## src/rtl/rom_read_arbiter.sv

```systemverilog
// Two-master to one-slave AXI read arbiter in front of the boot ROM port.
// Optional counters are enabled by defining ROM_ARB_PERF_EN.
module rom_read_arbiter #(
   parameter int IDM_W = 4,
   parameter int IDS_W = 8,
   parameter int CNT_W = 32
) (
   input  logic             ACLK,
   input  logic             ARESETn,
   input  logic [IDM_W-1:0] M0_ARID,
   input  logic [31:0]      M0_ARADDR,
   input  logic [3:0]       M0_ARLEN,
   input  logic [2:0]       M0_ARSIZE,
   input  logic [1:0]       M0_ARBURST,
   input  logic             M0_ARVALID,
   output logic             M0_ARREADY,
   output logic [IDM_W-1:0] M0_RID,
   output logic [31:0]      M0_RDATA,
   output logic [1:0]       M0_RRESP,
   output logic             M0_RLAST,
   output logic             M0_RVALID,
   input  logic             M0_RREADY,
   input  logic [IDM_W-1:0] M1_ARID,
   input  logic [31:0]      M1_ARADDR,
   input  logic [3:0]       M1_ARLEN,
   input  logic [2:0]       M1_ARSIZE,
   input  logic [1:0]       M1_ARBURST,
   input  logic             M1_ARVALID,
   output logic             M1_ARREADY,
   output logic [IDM_W-1:0] M1_RID,
   output logic [31:0]      M1_RDATA,
   output logic [1:0]       M1_RRESP,
   output logic             M1_RLAST,
   output logic             M1_RVALID,
   input  logic             M1_RREADY,
   output logic [IDS_W-1:0] S_ARID,
   output logic [31:0]      S_ARADDR,
   output logic [3:0]       S_ARLEN,
   output logic [2:0]       S_ARSIZE,
   output logic [1:0]       S_ARBURST,
   output logic             S_ARVALID,
   input  logic             S_ARREADY,
   input  logic [IDS_W-1:0] S_RID,
   input  logic [31:0]      S_RDATA,
   input  logic [1:0]       S_RRESP,
   input  logic             S_RLAST,
   input  logic             S_RVALID,
   output logic             S_RREADY
`ifdef ROM_ARB_PERF_EN
  ,output logic [CNT_W-1:0] PERF_GNT0,
   output logic [CNT_W-1:0] PERF_GNT1,
   output logic [CNT_W-1:0] PERF_STALL
`endif
);

   typedef enum logic [1:0] {
      IDLE = 2'd0,
      ADDR = 2'd1,
      DATA = 2'd2
   } state_t;

   state_t state_q, state_d;
   logic   gnt_q, gnt_d;
   logic   prio_q, prio_d;

   logic             sel_arvalid;
   logic             sel_rready;
   logic             ar_hs;
   logic             r_end;
   logic [IDS_W-1:0] s_arid;
   logic             unused_rid;

   assign sel_arvalid = gnt_q ? M1_ARVALID : M0_ARVALID;
   assign sel_rready  = gnt_q ? M1_RREADY : M0_RREADY;
   assign ar_hs = (state_q == ADDR) & sel_arvalid & S_ARREADY;
   assign r_end = (state_q == DATA) & S_RVALID
                & sel_rready & S_RLAST;

   // Upper slave ID bits only carry the routing tag; replies are
   // routed by the held grant instead.
   assign unused_rid = ^S_RID[IDS_W-1:IDM_W];

   always_comb begin
      s_arid = '0;
      s_arid[IDM_W-1:0] = gnt_q ? M1_ARID : M0_ARID;
      s_arid[IDM_W] = gnt_q;
   end

   always_ff @(posedge ACLK or negedge ARESETn) begin
      if (!ARESETn) begin
         state_q <= IDLE;
         gnt_q   <= 1'b0;
         prio_q  <= 1'b0;
      end else begin
         state_q <= state_d;
         gnt_q   <= gnt_d;
         prio_q  <= prio_d;
      end
   end

   always_comb begin
      state_d    = state_q;
      gnt_d      = gnt_q;
      prio_d     = prio_q;
      M0_ARREADY = 1'b0;
      M1_ARREADY = 1'b0;
      M0_RID     = '0;
      M0_RDATA   = '0;
      M0_RRESP   = '0;
      M0_RLAST   = 1'b0;
      M0_RVALID  = 1'b0;
      M1_RID     = '0;
      M1_RDATA   = '0;
      M1_RRESP   = '0;
      M1_RLAST   = 1'b0;
      M1_RVALID  = 1'b0;
      S_ARID     = '0;
      S_ARADDR   = '0;
      S_ARLEN    = '0;
      S_ARSIZE   = '0;
      S_ARBURST  = '0;
      S_ARVALID  = 1'b0;
      S_RREADY   = 1'b0;
      unique case (state_q)
         IDLE: begin
            if (M0_ARVALID | M1_ARVALID) begin
               gnt_d = (M0_ARVALID & M1_ARVALID)
                     ? prio_q : M1_ARVALID;
               state_d = ADDR;
            end
         end
         ADDR: begin
            S_ARID    = s_arid;
            S_ARADDR  = gnt_q ? M1_ARADDR : M0_ARADDR;
            S_ARLEN   = gnt_q ? M1_ARLEN : M0_ARLEN;
            S_ARSIZE  = gnt_q ? M1_ARSIZE : M0_ARSIZE;
            S_ARBURST = gnt_q ? M1_ARBURST : M0_ARBURST;
            S_ARVALID = sel_arvalid;
            M0_ARREADY = ~gnt_q & S_ARREADY;
            M1_ARREADY = gnt_q & S_ARREADY;
            if (ar_hs)
               state_d = DATA;
         end
         DATA: begin
            S_RREADY = sel_rready;
            if (gnt_q) begin
               M1_RID    = S_RID[IDM_W-1:0];
               M1_RDATA  = S_RDATA;
               M1_RRESP  = S_RRESP;
               M1_RLAST  = S_RLAST;
               M1_RVALID = S_RVALID;
            end else begin
               M0_RID    = S_RID[IDM_W-1:0];
               M0_RDATA  = S_RDATA;
               M0_RRESP  = S_RRESP;
               M0_RLAST  = S_RLAST;
               M0_RVALID = S_RVALID;
            end
            if (r_end) begin
               state_d = IDLE;
               prio_d  = ~gnt_q;
            end
         end
         default: state_d = IDLE;
      endcase
   end

`ifdef ROM_ARB_PERF_EN
   logic [CNT_W-1:0] gnt0_q, gnt0_d;
   logic [CNT_W-1:0] gnt1_q, gnt1_d;
   logic [CNT_W-1:0] stall_q, stall_d;
   logic             other_wait;

   assign other_wait = (state_q != IDLE)
                     & (gnt_q ? M0_ARVALID : M1_ARVALID);

   // All counters stick at all-ones instead of wrapping.
   always_comb begin
      gnt0_d  = gnt0_q;
      gnt1_d  = gnt1_q;
      stall_d = stall_q;
      if (ar_hs & ~gnt_q & ~&gnt0_q)
         gnt0_d = gnt0_q + CNT_W'(1);
      if (ar_hs & gnt_q & ~&gnt1_q)
         gnt1_d = gnt1_q + CNT_W'(1);
      if (other_wait & ~&stall_q)
         stall_d = stall_q + CNT_W'(1);
   end

   always_ff @(posedge ACLK or negedge ARESETn) begin
      if (!ARESETn) begin
         gnt0_q  <= '0;
         gnt1_q  <= '0;
         stall_q <= '0;
      end else begin
         gnt0_q  <= gnt0_d;
         gnt1_q  <= gnt1_d;
         stall_q <= stall_d;
      end
   end

   assign PERF_GNT0  = gnt0_q;
   assign PERF_GNT1  = gnt1_q;
   assign PERF_STALL = stall_q;
`else
   logic [CNT_W-1:0] unused_cnt;
   assign unused_cnt = '0;
`endif

endmodule

```

## config.mk

```make
export PLATFORM = sky130hd
export DESIGN_NAME = rom_read_arbiter
export DESIGN_NICKNAME = d
export VERILOG_FILES = /design/src/rtl/rom_read_arbiter.sv
export SDC_FILE = /design/constraint.sdc
export NUM_CORES = 1
export LEC_CHECK = 0
export ABC_AREA = 1
export CAP_MARGIN = 5
export CELL_PAD_IN_SITES_DETAIL_PLACEMENT = 1
export CELL_PAD_IN_SITES_GLOBAL_PLACEMENT = 1
export CORE_MARGIN = 3
export CORE_UTILIZATION = 12
export DETAILED_ROUTE_END_ITERATION = 7
export PLACE_DENSITY_LB_ADDON = 0.1
export RECOVER_POWER = 25
export SYNTH_ARGS = -nofsm -noshare
export SYNTH_HDL_FRONTEND = slang
export SYNTH_SLANG_ARGS = --single-unit
```

## constraint.sdc

```tcl
create_clock -name ACLK -period 2 [get_ports ACLK]
set_input_delay 0.4 -clock ACLK [delete_from_list [all_inputs] [get_ports ACLK]]
set_output_delay 0.4 -clock ACLK [all_outputs]
set_load 0.01 [all_outputs]
```

==> flow_summary.toml <==
[critical_path]
crit_family = "buffers and inverters"
cp.buffers_inverters = 4
slowest_stage = "dfrtp_2"
start_kind = "register"
cp.required_ns = 1.60
r2r_slack_ns = 0.70
cp_max_fo = 18
crit_type = "register to output pin"
crit_path_end_kind = "output pin"
cp.arrival_ns = 1.52
max_stage_delay_ns = 0.42
path_cells = "buf_4 > inv_6 > buf_12 > nand2_1 > a21oi_2 > dlygate4sd2_1"

[synth]
synth_xor_area_share_pct = 0
synth_adder_area_share_pct = 0
syn_inst = 323
synth_compound_area_share_pct = 18.00
ys_top_cells_by_area = "nand2_1 25%, nor2_1 19%, buf_6 11%"
post-synth-top-area-cell = "nand2_1"
ys_ff_latch = 4
ys_seq_area_share_pct = 6.289
synth_simple_gate_area_share_pct = 48.43
syn_avg_cell_area_um2 = 4.927
ys_types = 20
syn_area_mm2 = 0.001592
synthMuxAreaShare_pct = 0
synth.top_cell.area_share_pct = 24.53
yosysWarnings = 0
synth_top_family_by_area = "simple AND/OR/NAND/NOR gates"

[finish]
final_util_pct = 33.11
diodes = 0
drive_above_1_share_pct = 21.80
fin_cells = 773
nets = 743
area_delta_synth_final_pct = 165.7

[power_and_ir_drop]
powerDensity_mw_per_mm2 = 863.4
ir_worst_vdd_mv = 0.4137
total_leakage_power_nw = 2.355

[outcome]
status = "finished, final reports clean"

[global_route]
grt_max_degree = 31
grt_pass1_vias = 3251
antenna_found_initial = 0
track_usage_pct = 13.81
overflow = 0
grt_pass1_wl_mm = 16.46

[timing]
min_period_ns = 1.915
finalSetupViolCount = 0
period_share_pct = 95.77
max_freq_mhz = 522.1
slew_violations = 0
finClkSkew_ns = 0.005048
hold_viol = 0

[floorplanning]
coreArea_mm2 = 0.01277
die_w_um = 121.2
boundaryPins = 274
start_util_pct = 12.46
rows = 41
dieHeight_um = 121.2
die-area_mm2 = 0.01468

[routing]
wirelength_mm = 11.11
vias = 3043
drc = 0
viasPerCell = 3.937
wire_per_inst_um = 14.37
first_iter_violations = 57
drtAntennaViolNets = 0
drtPass1Iterations = 4

[clocking]
cts.sinks = 4
clk_path_buf_depth = 2
path_clk_slew_ns = 0.03
clk_latency_ns = 0.23
numCtsBuffers = 3
cts_root_buffer = "clkbuf_16"
cts-htree-levels = 1
cts_tree = "built"

[place]
placed_cells = 757
port_buffers = 266
place.gp.congestion = 0.6832
post-dp-hpwl_mm = 9.171

[run]
cap_viol_max_count = 0

[worst_hold_path]
hold_class = "input pin to async pin"
-- worst paths after layout --
path	end	depth (start not counted)	from
setup reg to reg	state_q[1]	8	gnt_q
min in group ACLK	prio_q	2	prio_q
setup / recovery	S_ARADDR[19]	6	gnt_q
hold reg to reg	prio_q	2	prio_q
hold / removal	prio_q	1	ARESETn
max in group asynchronous	gnt_q	1	ARESETn
-- layout by cell type (no fill, tap or decap), types with 2 or more instances in the layout --
master and count:
buf_2 10, buf_6 2, dfrtp_1 3, conb_1 3, dlygate4sd3_1 3, o21ai_0 3
clkbuf_2 66, clkdlybuf4s15_1 9, clkdlybuf4s50_1 133, buf_4 20, clkbuf_1 3, clkbuf_4 2
a21oi_2 13, inv_1 44, clkbuf_16 4, a21oi_1 33, nor2_1 81, nand2_4 2
nand3_1 2, nor3_1 2, buf_12 5, nand2_1 104, dlygate4sd2_1 43
-- sequential cells by signal, indices dropped and copies added (netlist names) --
signal and flops:
state_q 2, gnt_q 1, prio_q 1
-- power breakdown --
part	switching (mW)	internal [mW]
Clock	0.0602	0.264
Combinational	1.75	1.42
Sequential	0.0343	0.119
-- logic make-up after synthesis --
family                 after synthesis
other                                1
and+or+nand+nor                    196
buffers and inverters               73
DFF                                  4
AOI/OAI and AO/OA                   49
-- cells in the mapped netlist --
cell	instances
buf_2	7
nor2_1	82
buf_6	16
nor2_4	1
a21oi_2	11
nand2_4	2
and2_1	1
buf_8	1
nor3_1	2
conb_1	1
nand2_1	104
dfrtp_1	4
a21oi_1	35
inv_1	45
o21ai_0	3
inv_6	1
nand3_1	2
nand4_1	1
buf_4	3
nand2_2	1
-- timing repair --
item,4_1_cts,5_1_grt
cloned,1,1
resized for setup,179,132
hold buffers,0,0
setup endpoints to repair,130,79
buffers inserted,6,4
pin swaps,0,1
-- stage by stage --
step	total power, mW	hold slack, ns	setup TNS (ns)	setup slack, ns	area [um^2]
2_1_floorplan	1.805	0.1044	0	0.5615	1599
3_3_place_gp	3.673	0.4764	-1.050	-0.1002	4458
3_5_place_dp	3.691	0.4932	-1.448	-0.08842	4458
4_1_cts	3.848	0.3744	-0.1930	-0.1930	4512
5_1_grt	4.020	0.4523	-0.001884	-0.001884	4229
6_report	3.651	0.4414	0	0.08454	4229
-- per-layer routing --
metal  routed length (um)  GRT usage, %
met2                 5542         26.43
met1                 3906         13.69
met4                   76         2.521
met3                 1582         6.340
met5                    0             0
-- worst register-to-register path, stage by stage (launching register included) --
cell	delay, ns
dfrtp_2	0.38
buf_4	0.12
buf_6	0.17
nand2_1	0.07
nand2_1	0.09
clkbuf_4	0.14
nand3_1	0.09
nand2_1	0.08
nand2_1	0.05
-- final cells by class --
| type | instances | area (um^2) |
|---|---|---|
| inverter | 46 | 177.7 |
| clock buffer | 4 | 78.83 |
| sequential | 4 | 101.3 |
| tap | 172 | 215.2 |
| timing repair buffer | 299 | 2577 |
| multi-input combinational | 248 | 1079 |
| fill | 1673 | 8544 |
Power figures use the tool's default switching activity.
